--- config.mk ---
export PLATFORM = sky130hd
export DESIGN_NAME = dff_four_bits
export DESIGN_NICKNAME = d
export VERILOG_FILES = /design/src/rtl/dff_four_bits_pkg.sv /design/src/rtl/dff_two_bits.sv /design/src/rtl/dff_four_bits.sv
export SDC_FILE = /design/constraint.sdc
export NUM_CORES = 1
export LEC_CHECK = 0
export BUFFER_PORTS_ARGS = -buffer_cell sky130_fd_sc_hd__buf_2
export CAP_MARGIN = 20
export CORE_AREA = 4 4 41 43
export DETAILED_ROUTE_END_ITERATION = 8
export DIE_AREA = 0 0 45 47
export PLACE_DENSITY = 0.58
export SKIP_CTS_REPAIR_TIMING = 1
export SLEW_MARGIN = 20
export SYNTH_ARGS = -nofsm -noshare
export SYNTH_HDL_FRONTEND = slang
export SYNTH_HIERARCHICAL = 1
export SYNTH_SLANG_ARGS = --single-unit
--- constraint.sdc ---
create_clock -name clk -period 0.8 [get_ports clk]
set_clock_uncertainty 0.1 [all_clocks]
set_input_delay 0.16 -clock clk [delete_from_list [all_inputs] [get_ports clk]]
set_output_delay 0.16 -clock clk [all_outputs]
set_load 0.01 [all_outputs]
--- src/rtl/dff_four_bits_pkg.sv ---
// Shared widths and controller state encodings for the signed-digit multiplier
// delay registers.
package dff_four_bits_pkg;

    localparam int DIGIT_W_DEF = 4;
    localparam int STATE_W_DEF = 2;

    // Controller states; the downstream delay logic compares prev_state against these.
    typedef enum logic [STATE_W_DEF-1:0] {
        STATE_IDLE  = 2'b00,
        STATE_RUN   = 2'b01,
        STATE_SHIFT = 2'b10
    } ctrl_state_e;

    // Both digit vectors set in the same position: stored as given, flagged only for observers.
    function automatic logic digit_pair_illegal(input logic [DIGIT_W_DEF-1:0] plus,
                                                input logic [DIGIT_W_DEF-1:0] minus);
        return |(plus & minus);
    endfunction

endpackage

--- src/rtl/dff_two_bits.sv ---
// Enable-gated state register with synchronous clear; holds the controller
// state for one cycle.
module dff_two_bits
    import dff_four_bits_pkg::*;
#(
    parameter int WIDTH = STATE_W_DEF
) (
    input  logic             clk,
    input  logic             rst,
    input  logic             write_enable,
    input  logic [WIDTH-1:0] d,
    output logic [WIDTH-1:0] q
);

    // Defined before the first reset.
    logic [WIDTH-1:0] state_q = '0;

    always_ff @(posedge clk) begin
        if (rst) begin
            state_q <= '0;
        end else if (write_enable) begin
            state_q <= d;
        end
    end

    assign q = state_q;

endmodule

--- src/rtl/dff_four_bits.sv ---
// Enable-gated delay register for the redundant digit pair plus the controller
// state; all fields load together so they never differ in age.
module dff_four_bits
    import dff_four_bits_pkg::*;
#(
    parameter int DIGIT_W = DIGIT_W_DEF,
    parameter int STATE_W = STATE_W_DEF
) (
    input  logic               clk,
    input  logic               rst,
    input  logic               write_enable,
    input  logic [DIGIT_W-1:0] x_plus,
    input  logic [DIGIT_W-1:0] x_minus,
    input  logic [STATE_W-1:0] states,
    output logic [DIGIT_W-1:0] x_plus_delayed,
    output logic [DIGIT_W-1:0] x_minus_delayed,
    output logic [STATE_W-1:0] prev_state
);

    logic [DIGIT_W-1:0] x_plus_q  = '0;
    logic [DIGIT_W-1:0] x_minus_q = '0;

    // No encoding check: an illegal digit pair is stored exactly as presented.
    always_ff @(posedge clk) begin
        if (rst) begin
            x_plus_q  <= '0;
            x_minus_q <= '0;
        end else if (write_enable) begin
            x_plus_q  <= x_plus;
            x_minus_q <= x_minus;
        end
    end

    dff_two_bits #(
        .WIDTH(STATE_W)
    ) u_state_reg (
        .clk          (clk),
        .rst          (rst),
        .write_enable (write_enable),
        .d            (states),
        .q            (prev_state)
    );

    assign x_plus_delayed  = x_plus_q;
    assign x_minus_delayed = x_minus_q;

endmodule

Word-level counts from Yosys, hierarchy flattened
Index checks and enable logic that the tools add are counted.

storage, ports and cells
  input bits = 13
  register bits = 10
  logic and storage cells = 3
  output and inout bits = 10

Longest topological paths before layout
  word-level depth = 0
  depth in mapped cells = 3
  mapped depth without buffers = 2

Hierarchy
Netlist, hierarchy kept.

by module, submodules not included
  module         times used  area an instance (um^2)  cells each  sequential area each (um^2)
  dff_four_bits  1           285.3                    26          160.2
  dff_two_bits   1           67.6                     6           40.0

Least setup slack after synthesis
Ideal clock, no wire load.

  kind = in2reg
  start = input port write_enable
  end = register x_minus_q[0], in the netlist x_minus_delayed[0]
  path slack = 0.082 ns
  path buffers = 1
  arrival time = 0.494 ns
  data required time = 0.576 ns
  setup time = 0.124 ns
  cell stages on the path = 3
  path through = buf_6 mux2i_1 nor2_1

RTL lines
  element                 line                 RTL
  start: declaration      dff_four_bits.sv:11  input logic write_enable,
  end signal: assignment  dff_four_bits.sv:30  x_minus_q <= x_minus;
  end: declaration        dff_four_bits.sv:21  logic [DIGIT_W-1:0] x_minus_q = '0;

Worst setup path in the final report
  start = register x_plus_q[1], in the netlist x_plus_delayed[1]
  end = output port x_plus_delayed[1]

RTL lines
  element                   line                 RTL
  start: declaration        dff_four_bits.sv:20  logic [DIGIT_W-1:0] x_plus_q = '0;
  start signal: assignment  dff_four_bits.sv:29  x_plus_q <= x_plus;
  end: declaration          dff_four_bits.sv:15  output logic [DIGIT_W-1:0] x_plus_delayed,

No word-level cell between the ends.

==> flow_summary.html <==
<table>
<tr><th>Metric</th><th>Value</th></tr>
<tr><th colspan="2">Critical path</th></tr>
<tr><td>CP endpoint kind</td><td>output pin</td></tr>
<tr><td>Peak per-stage delay on the critical path</td><td>330 ps</td></tr>
<tr><td>Required time reported for the critical path endpoint</td><td>approximately 540 ps</td></tr>
<tr><td>List of cells traversed by the critical path</td><td>buf_6</td></tr>
<tr><td>Master of the slowest instance on the critical path</td><td>sky130_fd_sc_hd__dfxtp_2</td></tr>
<tr><td>Crit start category</td><td>flop</td></tr>
<tr><td>Type of the worst setup path</td><td>reg2out</td></tr>
<tr><td>Crit path arrival time</td><td>700 ps</td></tr>
<tr><td>Bufs and invs on worst path</td><td>1</td></tr>
<tr><td>Maximum fanout along the worst path</td><td>2</td></tr>
<tr><td>Cell family with most CP delay</td><td>flip-flops</td></tr>
<tr><th colspan="2">Timing</th></tr>
<tr><td>Setup repair after global routing missed its margin</td><td>yes</td></tr>
<tr><td>Least-Margin Pin Slew</td><td>181 ps</td></tr>
<tr><td>Number of hold violations in the final report</td><td>0</td></tr>
<tr><td>Minimum setup slack in the final design</td><td>-159 ps</td></tr>
<tr><td>Max Transition Viols Final</td><td>0</td></tr>
<tr><td>Relative slew slack</td><td>87.9%</td></tr>
<tr><td>Final total negative setup slack</td><td>-1540 ps</td></tr>
<tr><td>Highest attainable clock frequency</td><td>1040 MHz</td></tr>
<tr><td>Final cycle utilization of the critical path</td><td>120%</td></tr>
<tr><td>Minimum clock period after layout</td><td>959 ps</td></tr>
<tr><td>Endpoints failing setup</td><td>11</td></tr>
<tr><th colspan="2">Die</th></tr>
<tr><td>Core region area</td><td>1300 sq um</td></tr>
<tr><td>Starting utilization of the core area</td><td>around 27%</td></tr>
<tr><td>Total die area</td><td>2120 sq um</td></tr>
<tr><td>Row cnt</td><td>13</td></tr>
<tr><td>X dimension of the die</td><td>between 40 and 50 um</td></tr>
<tr><td>Die extent in y</td><td>47 um</td></tr>
<tr><td>I/O pins</td><td>23</td></tr>
<tr><th colspan="2">Clocking</th></tr>
<tr><td>Clock slew at the register clock pins of the worst setup and hold paths</td><td>about 70 ps</td></tr>
<tr><td>TritonCTS buffer count</td><td>3</td></tr>
<tr><td>Maximum root-to-sink buffer count</td><td>2</td></tr>
<tr><td>Count of H-tree levels built during CTS</td><td>1</td></tr>
<tr><td>CTS Sinks</td><td>10</td></tr>
<tr><td>Clock tree root driver cell</td><td>sky130_fd_sc_hd__clkbuf_4</td></tr>
<tr><td>TritonCTS clock tree</td><td>done</td></tr>
<tr><td>Later-pin clock latency in the skew report</td><td>260 ps</td></tr>
<tr><th colspan="2">Routing</th></tr>
<tr><td>Via density</td><td>about 4.2</td></tr>
<tr><td>Overall routed net length</td><td>730 um</td></tr>
<tr><td>First DRT Iteration DRCs</td><td>0</td></tr>
<tr><td>ANT nets after route</td><td>0</td></tr>
<tr><td>Vias post-DR</td><td>310</td></tr>
<tr><td>Count of TritonRoute iterations in the first routing pass</td><td>1</td></tr>
<tr><td>DRC viols</td><td>0</td></tr>
<tr><td>Final routed wire length divided by cell count</td><td>10.0 um</td></tr>
<tr><th colspan="2">Pwr</th></tr>
<tr><td>Leakage</td><td>0.307 nW</td></tr>
<tr><td>PwrDens</td><td>just under 2000 nW/um^2</td></tr>
<tr><td>Overall power</td><td>1.18 mW</td></tr>
<tr><td>Peak VDD IR</td><td>approximately 1 mV</td></tr>
<tr><th colspan="2">Place</th></tr>
<tr><td>Cell total after placement</td><td>68</td></tr>
<tr><td>Worst slack after detailed placement</td><td>-65.9 ps</td></tr>
<tr><td>Count of buffers inserted at the top-level ports</td><td>22</td></tr>
<tr><td>Placer's final routability congestion estimate</td><td>just under 0.6</td></tr>
<tr><td>Post-DP HPWL</td><td>approximately 550 um</td></tr>
<tr><th colspan="2">GRT</th></tr>
<tr><td>Largest net degree at the start of global routing</td><td>11</td></tr>
<tr><td>Number of antenna violations at the first check in global routing</td><td>0</td></tr>
<tr><td>Global-route wire length before repair</td><td>1170 um</td></tr>
<tr><td>GRT Util Overall</td><td>7.93%</td></tr>
<tr><td>Total grt overflow</td><td>0</td></tr>
<tr><td>Via count of the first global-routing pass</td><td>283</td></tr>
<tr><th colspan="2">Layout</th></tr>
<tr><td># diodes</td><td>0</td></tr>
<tr><td>Final nets</td><td>between 70 and 80</td></tr>
<tr><td>Final Util</td><td>46.5%</td></tr>
<tr><td>Share of layout cells above drive strength 1</td><td>between 60% and 70%</td></tr>
<tr><td>P&amp;R area growth vs syn</td><td>71.6%</td></tr>
<tr><td>Finished Layout Cells</td><td>73</td></tr>
<tr><th colspan="2">Synth</th></tr>
<tr><td>Gate Count Post-Synth</td><td>32</td></tr>
<tr><td>Mean cell area of the mapped netlist</td><td>11.0 sq um</td></tr>
<tr><td>Post-synthesis sequential area ratio</td><td>56.7%</td></tr>
<tr><td>Mapped Nets</td><td>45</td></tr>
<tr><td>Post-synthesis instance area</td><td>353 sq um</td></tr>
<tr><td>Synthesis warning total</td><td>6</td></tr>
<tr><td>Synthesis-stage register bit count</td><td>10</td></tr>
<tr><td>Count of cell types in the netlist</td><td>5</td></tr>
<tr><th colspan="2">Outcome</th></tr>
<tr><td>Result of the run</td><td>finished, violations left</td></tr>
<tr><td>Violations in the final reports</td><td>negative setup slack</td></tr>
<tr><th colspan="2">Hold path</th></tr>
<tr><td>Hold/Removal Path Class</td><td>in2reg</td></tr>
<tr><th colspan="2">Job</th></tr>
<tr><td>Number of maximum-capacitance violations</td><td>0</td></tr>
</table>
## cell type report
type	instances	area, sq um
Clock buffer	4	36.3
Fill cell	143	696
Multi-Input combinational cell	20	138
Sequential cell	10	213
Tap cell	15	18.8
Timing Repair Buffer	24	200
## cells in the mapped netlist
cell type                  n  area share (%)
sky130_fd_sc_hd__buf_6     1             3.2
sky130_fd_sc_hd__dfxtp_1  10              57
sky130_fd_sc_hd__buf_1     1             1.1
sky130_fd_sc_hd__nor2_1   10              11
sky130_fd_sc_hd__mux2i_1  10              28
## placed cells by master (no fill, tap or decap)
cell,count
sky130_fd_sc_hd__nor2_1,10
sky130_fd_sc_hd__buf_12,1
sky130_fd_sc_hd__buf_6,10
sky130_fd_sc_hd__clkbuf_4,3
sky130_fd_sc_hd__buf_4,1
sky130_fd_sc_hd__buf_2,12
sky130_fd_sc_hd__clkbuf_8,1
sky130_fd_sc_hd__dfxtp_2,10
sky130_fd_sc_hd__mux2i_1,10
## power by group
part | internal, mW | switching [mW] | leakage (nW)
Combinational | 0.114 | 0.0679 | 0.200
Clock | 0.276 | 0.167 | 0.0210
Sequential | 0.534 | 0.0196 | 0.0861
## registers in the layout (all words and copies together) (netlist names)
signal	cells
x_minus_delayed	4
x_plus_delayed	4
u_state_reg/q	2
## path summary, 6_finish.rpt
check	slack, ps	startpoint	depth (start not counted)	endpoint
min	30	states[0]	3	u_state_reg/q[0]$_SDFFE_PP0P_
min reg2reg	400	x_minus_delayed[1]$_SDFFE_PP0P_	2	x_minus_delayed[1]$_SDFFE_PP0P_
max	-160	x_plus_delayed[1]$_SDFFE_PP0P_	1	x_plus_delayed[1]
max reg2reg	-10	x_minus_delayed[3]$_SDFFE_PP0P_	3	x_minus_delayed[3]$_SDFFE_PP0P_
## metal layers
layer	share of wire (%)	vias to the layer above	track usage (%)	wire, um
li1	-	158	-	-
met1	44	135	9.20	320
met2	45	15	11.9	328
met3	10	2	3.45	74
met4	0.82	0	5.26	6
met5	0	-	0	0
## logic make-up after synthesis
family,synth area share (%)
buf+inv,4.25
mux,28.4
simple gates,10.6
flops,56.7
## per-stage QoR
step / hold WS [ps] / area, sq um
floorplan: 132 / 353
global placement: 292 / 487
detailed placement: 307 / 487
CTS: 22.3 / 523
global route: 35.9 / 606
finish: 29.9 / 606
No activity file was read; power rests on OpenSTA's default activity.
